<file path="src/rtl/bram_test_pkg.sv">
// Shared definitions for the BRAM readback checker: default widths, FSM state
// encoding and the expected write-port pattern.
package bram_test_pkg;

  localparam int unsigned ADDR_W_DEF = 10;
  localparam int unsigned DATA_W_DEF = 16;

  typedef enum logic [1:0] {
    ST_IDLE  = 2'd0,
    ST_READ  = 2'd1,
    ST_DRAIN = 2'd2,
    ST_DONE  = 2'd3
  } state_t;

  // The write side stores each word's own address, zero-extended.
  function automatic logic [63:0] expected_word(input logic [63:0] addr);
    return addr;
  endfunction

endpackage

</file>
<file path="src/rtl/bram_rd_compare.sv">
// Read-data compare stage: aligns address with the 1-cycle BRAM latency and
// accumulates the mismatch count and first failing address for a pass.
module bram_rd_compare
  import bram_test_pkg::*;
#(
  parameter int unsigned ADDR_W = ADDR_W_DEF,
  parameter int unsigned DATA_W = DATA_W_DEF
) (
  input  logic              clk,
  input  logic              rst_n,
  input  logic              clear,
  input  logic              rd_en,
  input  logic [ADDR_W-1:0] rd_addr,
  input  logic [DATA_W-1:0] rd_data,
  output logic [ADDR_W:0]   err_count,
  output logic [ADDR_W-1:0] first_err_addr
);

  localparam logic [ADDR_W:0] ERR_MAX = {1'b1, {ADDR_W{1'b0}}};

  logic              valid_d;
  logic [ADDR_W-1:0] addr_d;
  logic [DATA_W-1:0] exp_word;
  logic              mismatch;

  assign exp_word = DATA_W'(expected_word(64'(addr_d)));
  assign mismatch = valid_d && (rd_data != exp_word);

  always_ff @(posedge clk or negedge rst_n) begin
    if (!rst_n) begin
      valid_d        <= 1'b0;
      addr_d         <= '0;
      err_count      <= '0;
      first_err_addr <= '0;
    end else begin
      valid_d <= rd_en;
      addr_d  <= rd_addr;
      if (clear) begin
        err_count      <= '0;
        first_err_addr <= '0;
      end else if (mismatch) begin
        if (err_count == '0)
          first_err_addr <= addr_d;
        // Saturate at the depth so an all-bad memory reads back as exactly 2**ADDR_W.
        if (err_count != ERR_MAX)
          err_count <= err_count + 1'b1;
      end
    end
  end

endmodule

</file>
<file path="config.mk">
export PLATFORM = sky130hd
export DESIGN_NAME = bram_rd_compare
export DESIGN_NICKNAME = d
export VERILOG_FILES = /design/src/rtl/bram_test_pkg.sv /design/src/rtl/bram_rd_compare.sv
export SDC_FILE = /design/constraint.sdc
export NUM_CORES = 1
export LEC_CHECK = 0
export CORE_ASPECT_RATIO = 1.5
export CORE_UTILIZATION = 40
export CTS_BUF_LIST = sky130_fd_sc_hd__clkbuf_4
export CTS_CLUSTER_SIZE = 40
export DETAILED_ROUTE_END_ITERATION = 10
export DONT_BUFFER_PORTS = 1
export GPL_TIMING_DRIVEN = 0
export PLACE_DENSITY = 0.53
export RECOVER_POWER = 100
export SLEW_MARGIN = 15
export SYNTH_ARGS = -nofsm -noshare
export SYNTH_HDL_FRONTEND = slang
export SYNTH_SLANG_ARGS = --single-unit
export TNS_END_PERCENT = 1
</file>
<file path="constraint.sdc">
create_clock -name clk -period 1.6 [get_ports clk]
set_input_delay 0.32 -clock clk [delete_from_list [all_inputs] [get_ports clk]]
set_output_delay 0.32 -clock clk [all_outputs]
set_load 0.01 [all_outputs]
</file>
==> impl_metrics.env, run 1 <==
export IMPL_synth_area_leaders="dfrtp_1 49%, nand2b_1 8.4%, mux2i_1 6.7%"
export IMPL_wl_per_cell_um=16.4
export IMPL_min_period_ps=1920
export IMPL_crit_slowest_cell="dfrtp_2"
export IMPL_drv_cap=0
export IMPL_crit_chain="nor4_4, nand3b_1, nor4_4, nor4b_4, buf_6, mux2i_1"
export IMPL_fmax_mhz=520
export IMPL_grt_start_max_net_pins=33
export IMPL_ys_seq_elements=32
export IMPL_slowest_delay_ps=500
export IMPL_synth_top_cell_by_area="dfrtp_1"
export IMPL_io_buffers=0
export IMPL_worst_slew_pin_slew_ps=790
export IMPL_drc=0
export IMPL_synthTopCellsByCount="32 x dfrtp_1, 22 x nand2b_1, 11 x mux2i_1"
export IMPL_first_pass_iters=4
export IMPL_area_growth_pct=17.7
export IMPL_antenna_found_initial=0
export IMPL_yosysTopAreaCellShare_pct=48.7
export IMPL_placementRows=28
export IMPL_ys_flop_type="dfrtp_1"
export IMPL_routed_via_density=5.49
export IMPL_crit_top_cell="nor4_4"
export IMPL_clk_latency_ps=340
export IMPL_gp_congestion=0.785
export IMPL_power_density_nw_per_um2=798
export IMPL_power_leakage_nw=0.778
export IMPL_fin_nets=198
export IMPL_clockRootBuffer="clkbuf_4"
export IMPL_finalHoldViolCount=0
export IMPL_cts_tree="built"
export IMPL_violations="setup timing"
export IMPL_coreArea_sq_um=3920
export IMPL_max_slew_margin_pct=47.3
export IMPL_synth_distinct_cells=32
export IMPL_insertedDiodeCount=0
export IMPL_yosysMostFrequentCell="dfrtp_1"
export IMPL_min_path_type="input pin to flop"
export IMPL_drive_above_1_share_pct=22.3
export IMPL_crit_arrival_ps=2180
export IMPL_post_place_ws_ps=-339
export IMPL_start_util_pct=41.9
export IMPL_rsz0062_at_grt="yes"
export IMPL_synth_nets=176
export IMPL_synthArstFlopShare_pct=100
export IMPL_syn_area_sq_um=1640
export IMPL_yosysWarnings=0
export IMPL_syn_avg_cell_area_sq_um=11.4
export IMPL_fp_dieArea_sq_um=4370
export IMPL_dp_cells=189
export IMPL_wirelength_mm=3.46
export IMPL_seq_area_frac_synth_pct=48.7
export IMPL_start_kind="flop"
export IMPL_grt_pass1_vias=1152
export IMPL_layout_worst_path_cycle_share_pct=120
export IMPL_dpl_hpwl_mm=2.42
export IMPL_status="complete, but fails checks"
export IMPL_cp_data_required_time_ps=1860
export IMPL_finalNonFillerCells=211
export IMPL_grt_pass1_wl_mm=5.41
export IMPL_die_h_um=80.5
export IMPL_clk_path_buf_depth=2
export IMPL_overflow=0
export IMPL_die_w_um=54.3
export IMPL_drtIter0Drc=22
export IMPL_h_tree_depth=2
export IMPL_worstPathMaxFanout=7
export IMPL_cts_sinks=32
export IMPL_cts_made_buffers=5
export IMPL_ios=51
export IMPL_synth_cells=144
export IMPL_ant_nets=0
export IMPL_cts_clk_slew_worst_paths_ps=100
export IMPL_end_kind="flop"
export IMPL_maxSlewViolCount=0
export IMPL_skew_ps=12.1
export IMPL_setup_violations_final=20
export IMPL_synth_edf_count=0
export IMPL_utilization_pct=49.3
export IMPL_critPathKind="flop to flop"
export IMPL_vias=1158
export IMPL_grtUsageTotal_pct=18.0
export IMPL_setup_ws_ps=-321
export IMPL_peakVddDrop_uv=581
kinds of logic after synthesis:
family                     count (synthesis)  synth area share (%)
AOI/OAI and AO/OA                         12                  4.72
xor gates and xnor gates                  10                  5.33
adders and majority gates                  2                  1.52
buffers and inverters                      9                  2.97
DFF                                       32                  48.7
muxes                                     16                  11.0
and+or+nand+nor                           63                  25.7
report_power, final:
part | switching (mW) | total (mW) | internal (mW)
Clock | 0.279 | 0.439 | 0.160
Sequential | 0.0478 | 0.897 | 0.849
Combinational | 0.0963 | 0.208 | 0.112
Total | 0.423 | 1.54 | 1.12
metrics by stage:
step / power (mW) / cell area (sq um) / hold slack [ps] / setup TNS (ps)
after floorplan: 1.03 / 1650 / 24.4 / -1680
after global placement: 1.07 / 1710 / 25.1 / -4310
after detailed placement: 1.07 / 1710 / 25.1 / -4750
after CTS: 1.57 / 1930 / 406 / -4650
after global routing: 1.63 / 1930 / 459 / -6880
final: 1.54 / 1930 / 426 / -4490
worst paths after layout:
kind	from	endpoint	slack, ps	cells past startpoint
min in group asynchronous	rst_n	valid_d	590	2
hold reg to reg	addr_d[3]	first_err_addr[3]	570	2
hold / removal	rd_data[14]	err_count[7]	430	5
max in group asynchronous	rst_n	err_count[2]	470	2
setup / recovery	err_count[6]	first_err_addr[7]	-320	6
setup reg to reg	err_count[6]	first_err_addr[7]	-320	6
cell type report:
cell class	count	area [sq um]
repair buffers	15	144
clock inverters	2	12.5
fillers	365	1990
inverters	3	11.3
plain buffers	6	37.5
well taps	45	56.3
clock buffers	5	37.5
flip-flops and latches	32	808
multi-input cells	103	827
placed cells by master, fill, tap and decap left out, drive strengths merged, types with 5 or more instances in the layout:
master and n:
dfrtp 32, nand2b 22, dlygate4sd3 12, mux2i 11
xnor2 10, clkbuf 10, nor2 7, nand4 6
a21oi 5, mux2 5, nor4 5
critical path: cells and delay by family (launching register included):
kind	cells	cell delay, ps
flops	1	500
buf+inv	1	190
simple gates	4	970
mux	1	190
sequential cells by signal (all words and copies together) (netlist names):
signal and flops:
err_count 11, valid_d 1, first_err_addr 10, addr_d 10
routing by layer:
metal,vias up,GRT usage (%),part of all wire [%]
li1,544,-,-
met1,566,18.0,36
met2,42,31.0,56
met3,6,6.82,6.5
met4,0,8.72,1.7
met5,-,0,0
repair_timing:
item,4_1_cts,5_1_grt
endpoints found under the setup margin,20,21
gates cloned,0,1
resized for setup,7,5
pin swaps,7,6
endpoints found under the hold margin,43,0
hold buffers,13,0
setup buffers,1,0
No activity file was read; power rests on OpenSTA's default activity.
==> inputs of run 2 (changes only) <==
PLACE_DENSITY = 0.58   (was 0.53)
SETUP_SLACK_MARGIN = 0.2   (was default)
==> run 2 against run 1 <==
Net effect:
- largest cell class unchanged
- combinational power decreased by 8%
- fmax decreased by 0.32%
- setup slack got worse by 6.1 ps
- non-clock buffer count decreased by 2
- routed wire length decreased by 3.5%
- cell count decreased by 0.95%
- clock-buffer cell count unchanged
- critical path type unchanged
- register-to-register slack about the same
- the run still ends with setup timing left
- clock power decreased by 4%
- largest power group unchanged
==> impl_metrics.env, run 2 (synthesis results as in run 1) <==
export IMPL_status="complete, but fails checks"
export IMPL_area_growth_pct=15.5
export IMPL_first_pass_iters=5
export IMPL_critPathKind="flop to flop"
export IMPL_peakVddDrop_uv=591
export IMPL_ios=51
export IMPL_clk_latency_ps=330
export IMPL_final_cell_mix="28 x dfrtp_1, 22 x nand2b_1, 12 x dlygate4sd3_1"
export IMPL_io_buffers=0
export IMPL_overflow=0
export IMPL_rr_worst_depth=6
export IMPL_dpl_hpwl_mm=2.35
export IMPL_worstHoldEndpoint="err_count[7]"
export IMPL_start_kind="flop"
export IMPL_routed_via_density=5.48
export IMPL_dp_cells=189
export IMPL_reg2reg_to="first_err_addr[7]"
export IMPL_maxSlewViolCount=0
export IMPL_fp_dieArea_sq_um=4370
export IMPL_fmax_mhz=519
export IMPL_clockRootBuffer="clkbuf_4"
export IMPL_power_leakage_nw=0.762
export IMPL_post_place_ws_ps=-330
export IMPL_clk_path_buf_depth=2
export IMPL_final_common_cell="dfrtp_1"
export IMPL_grtUsageTotal_pct=17.3
export IMPL_largest_register="err_count"
export IMPL_grt_pass1_vias=1129
export IMPL_vias=1145
export IMPL_setup_violations_final=20
export IMPL_start_util_pct=41.9
export IMPL_coreArea_sq_um=3920
export IMPL_grt_pass1_wl_mm=5.35
export IMPL_cts_sinks=32
export IMPL_ant_nets=0
export IMPL_violations="setup timing"
export IMPL_drc=0
export IMPL_wirelength_mm=3.34
export IMPL_utilization_pct=48.4
export IMPL_drtIter0Drc=31
export IMPL_finalPower_mw=1.51
export IMPL_fin_nets=196
export IMPL_max_slew_margin_pct=47.1
export IMPL_reg2reg_slack_ps=-330
export IMPL_end_kind="flop"
export IMPL_hp_start="rd_data[12]"
export IMPL_cts_made_buffers=5
export IMPL_drv_cap=0
export IMPL_finalNonFillerCells=209
export IMPL_layout_worst_path_cycle_share_pct=120
export IMPL_drive_above_1_share_pct=18.9
export IMPL_finalHoldViolCount=0
export IMPL_placementRows=28
export IMPL_worstPathMaxFanout=10
export IMPL_wl_per_cell_um=16.0
export IMPL_die_w_um=54.3
export IMPL_r2r_start="err_count[6]"
export IMPL_h_tree_depth=2
export IMPL_worst_slew_pin_slew_ps=793
export IMPL_top_regs="err_count x11, addr_d x10, first_err_addr x10"
export IMPL_crit_arrival_ps=2180
export IMPL_gp_congestion=0.779
export IMPL_largest_reg_flops=11
export IMPL_cts_clk_slew_worst_paths_ps=100
export IMPL_power_density_nw_per_um2=796
export IMPL_antenna_found_initial=0
export IMPL_rsz0062_at_grt="yes"
export IMPL_grt_start_max_net_pins=33
export IMPL_setup_ws_ps=-327
export IMPL_min_path_type="input pin to flop"
export IMPL_die_h_um=80.5
export IMPL_cts_tree="built"
export IMPL_min_path_cells=5
export IMPL_skew_ps=8.29
export IMPL_min_period_ps=1930
export IMPL_insertedDiodeCount=0
export IMPL_cp_data_required_time_ps=1850
==> run 2: per-layer routing <==
| metal | vias up | GRT usage [%] | wire length, um |
|---|---|---|---|
| met5 | - | 0 | 0 |
| met4 | 0 | 6.15 | 55 |
| met3 | 6 | 6.25 | 202 |
| met2 | 49 | 28.2 | 1750 |
| met1 | 550 | 20.1 | 1320 |
| li1 | 540 | - | - |
==> run 2: metrics by stage <==
stage,hold WS (ps),instance area (sq um),setup TNS (ps)
after global routing,481,1900,-6850
after global placement,25.2,1710,-4390
after detailed placement,25.1,1710,-4890
after floorplan,24.4,1650,-1680
final,416,1900,-4690
after CTS,410,1910,-4590
==> run 2: worst max-delay path by stage <==
stage / depth (start not counted) / slack [ps] / end / start
floorplan: 6 / -110 / first_err_addr[0] / err_count[6]
global route: 6 / -440 / first_err_addr[7] / err_count[6]
detailed placement: 6 / -330 / first_err_addr[0] / err_count[6]
global placement: 6 / -290 / first_err_addr[2] / err_count[6]
CTS: 6 / -360 / first_err_addr[7] / err_count[6]
finish: 6 / -330 / first_err_addr[7] / err_count[6]
==> run 2: worst max-delay path, stage by stage (launching register included) <==
cell,delay [ps]
dfrtp_2,490
nor4_2,280
nand3b_1,140
nor4_4,230
nor4b_4,280
buf_6,210
mux2i_1,210
==> run 2: timing repair <==
item,in CTS,in global routing
hold buffers,13,0
endpoints found under the hold margin,43,0
setup endpoints to repair,21,21
pin swaps,9,6
buffers inserted,0,0
resized for setup,8,1
gates cloned,0,0
==> run 2: report_power, final <==
| part | switching, mW | internal, mW |
|---|---|---|
| Clock | 0.269 | 0.153 |
| Combinational | 0.0918 | 0.100 |
| Sequential | 0.0483 | 0.848 |
| Total | 0.409 | 1.10 |
==> run 2: cell type report <==
cell class,count,area [sq um]
fillers,375,2030
multi-input cells,103,817
flip-flops and latches,32,806
repair buffers,13,125
well taps,45,56.3
inverters,3,11.3
clock inverters,2,7.51
clock buffers,5,37.5
plain buffers,6,37.5
==> inputs of run 3 (changes only) <==
CORE_MARGIN = 10   (was default)
GPL_ROUTABILITY_DRIVEN = 0   (was default)
==> run 3 against run 2 <==
Net effect:
- non-clock buffer count is the same
- critical endpoint is now first_err_addr[4]
- clock skew rose by 1.3 ps
- flip-flop and latch count did not move
- critical path type unchanged
- setup slack worse by 5.2 ps
- die area grew 63%
- total power grew 1.9%
- via count increased by 2.3%
- register-to-register slack is essentially flat
- largest power group unchanged
- cell count up 0.48%
- the flow still finishes with violations (setup timing)
==> impl_metrics.env, run 3 (synthesis results as in run 1) <==
export IMPL_status="complete, but fails checks"
export IMPL_violations="setup timing"
export IMPL_dp_cells=189
export IMPL_wl_per_cell_um=18.7
export IMPL_area_growth_pct=16.9
export IMPL_wirelength_mm=3.92
export IMPL_drc=0
export IMPL_layout_worst_path_cycle_share_pct=121
export IMPL_largest_reg_flops=11
export IMPL_slowest_delay_ps=490
export IMPL_crit_arrival_ps=2180
export IMPL_power_density_nw_per_um2=801
export IMPL_start_util_pct=41.5
export IMPL_post_cts_setup_buffers=0
export IMPL_post_place_ws_ps=-344
export IMPL_grt_pass1_vias=1298
export IMPL_final_common_cell="dfrtp_1"
export IMPL_cts_clk_slew_worst_paths_ps=110
export IMPL_clk_path_buf_depth=2
export IMPL_setup_ws_ps=-333
export IMPL_critPathBufInv=1
export IMPL_power_leakage_nw=0.770
export IMPL_crit_slowest_cell="dfrtp_2"
export IMPL_first_pass_iters=4
export IMPL_clk_latency_ps=330
export IMPL_skew_ps=9.54
export IMPL_die_w_um=72.3
export IMPL_grt_pass1_wl_mm=6.47
export IMPL_dpl_hpwl_mm=2.88
export IMPL_insertedDiodeCount=0
export IMPL_maxSlewViolCount=0
export IMPL_start_kind="flop"
export IMPL_io_buffers=0
export IMPL_clockRootBuffer="clkbuf_4"
export IMPL_setup_violations_final=20
export IMPL_cts_made_buffers=5
export IMPL_crit_chain="nor4_2, nand3b_1, nor4_4, nor4b_4, buf_6, mux2i_1"
export IMPL_drive_above_1_share_pct=23.0
export IMPL_fin_nets=196
export IMPL_finalNonFillerCells=210
export IMPL_largest_register="err_count"
export IMPL_rsz0062_at_grt="yes"
export IMPL_final_cell_mix="25 x dfrtp_1, 22 x nand2b_1, 12 x dlygate4sd3_1"
export IMPL_worst_slew_pin_slew_ps=791
export IMPL_cp_top_family="simple AND/OR/NAND/NOR gates"
export IMPL_overflow=0
export IMPL_h_tree_depth=2
export IMPL_placementRows=28
export IMPL_routed_via_density=5.58
export IMPL_end_kind="flop"
export IMPL_max_slew_margin_pct=47.3
export IMPL_worstPathMaxFanout=10
export IMPL_finalHoldViolCount=0
export IMPL_die_h_um=98.5
export IMPL_cts_sinks=32
export IMPL_final_setup_tns_ps=-4530
export IMPL_peakVddDrop_uv=675
export IMPL_drtIter0Drc=43
export IMPL_ant_nets=0
export IMPL_top_regs="err_count x11, addr_d x10, first_err_addr x10"
export IMPL_hp_start="rd_data[14]"
export IMPL_drv_cap=0
export IMPL_cp_data_required_time_ps=1850
export IMPL_r2r_start="err_count[6]"
export IMPL_fmax_mhz=517
export IMPL_grt_start_max_net_pins=33
export IMPL_ios=51
export IMPL_grtUsageTotal_pct=11.4
export IMPL_cts_tree="built"
export IMPL_fp_dieArea_sq_um=7120
export IMPL_critPathKind="flop to flop"
export IMPL_min_path_type="input pin to flop"
export IMPL_coreArea_sq_um=3960
export IMPL_vias=1171
export IMPL_startpoint="err_count[6]"
export IMPL_antenna_found_initial=0
export IMPL_min_period_ps=1930
[run 3: cell types whose count changed in the layout (fill, tap and decap cells not counted)]
| cell | change |
|---|---|
| nor3_1 | -1 |
| clkinv_1 | -1 |
| xnor2_1 | -1 |
| clkinv_2 | +2 |
| dfrtp_2 | +3 |
| xnor2_2 | +1 |
| nor3_2 | +1 |
| dfrtp_1 | -3 |
[run 3: area by class of cell]
class	count	area, sq um
plain buffers	6	37.5
clock buffers	5	37.5
clock inverters	3	13.8
fillers	347	2040
inverters	3	11.3
multi-input cells	103	830
flip-flops and latches	32	810
well taps	45	56.3
repair buffers	13	125
[run 3: final timing paths]
path	end	slack [ps]	depth (start not counted)
min in group asynchronous	err_count[3]	600	2
worst max-delay path	first_err_addr[4]	-330	6
worst min register to register	first_err_addr[7]	560	2
max in group asynchronous	err_count[5]	440	2
worst min-delay path	err_count[7]	410	5
worst max register to register	first_err_addr[4]	-330	6
[run 3: what timing repair did]
action / CTS / global route
hold buffers: 13 / 0
cloned: 0 / 0
pin swaps: 4 / 6
hold endpoints to repair: 43 / 0
endpoints found under the setup margin: 21 / 21
gates resized for setup: 10 / 1
[run 3: report_power, final]
group | switching [mW] | internal [mW]
Sequential | 0.0512 | 0.849
Clock | 0.282 | 0.161
Combinational | 0.0929 | 0.102
Total | 0.426 | 1.11
[run 3: routing by layer]
| layer | vias to the layer above | global-route usage (%) | part of all wire, % |
|---|---|---|---|
| met5 | - | 0 | 0 |
| met4 | 0 | 5.38 | 1.9 |
| met3 | 7 | 6.22 | 9.7 |
| met2 | 45 | 19.7 | 52 |
| met1 | 578 | 10.5 | 36 |
| li1 | 541 | - | - |
[run 3: worst register-to-register path, stage by stage (launching register included)]
cell	delay (ps)
dfrtp_2	490
nor4_2	290
nand3b_1	150
nor4_4	240
nor4b_4	270
buf_6	210
mux2i_1	210
[run 3: metrics by stage]
stage                     util, %  area (sq um)  total power [mW]  hold WS, ps
final                        48.5          1920              1.54          414
after CTS                    48.8          1930              1.57          409
after global routing         48.5          1920              1.62          431
after global placement       43.2          1710              1.07         25.4
after floorplan                 -          1650              1.03         24.4
after detailed placement     43.2          1710              1.07         25.4
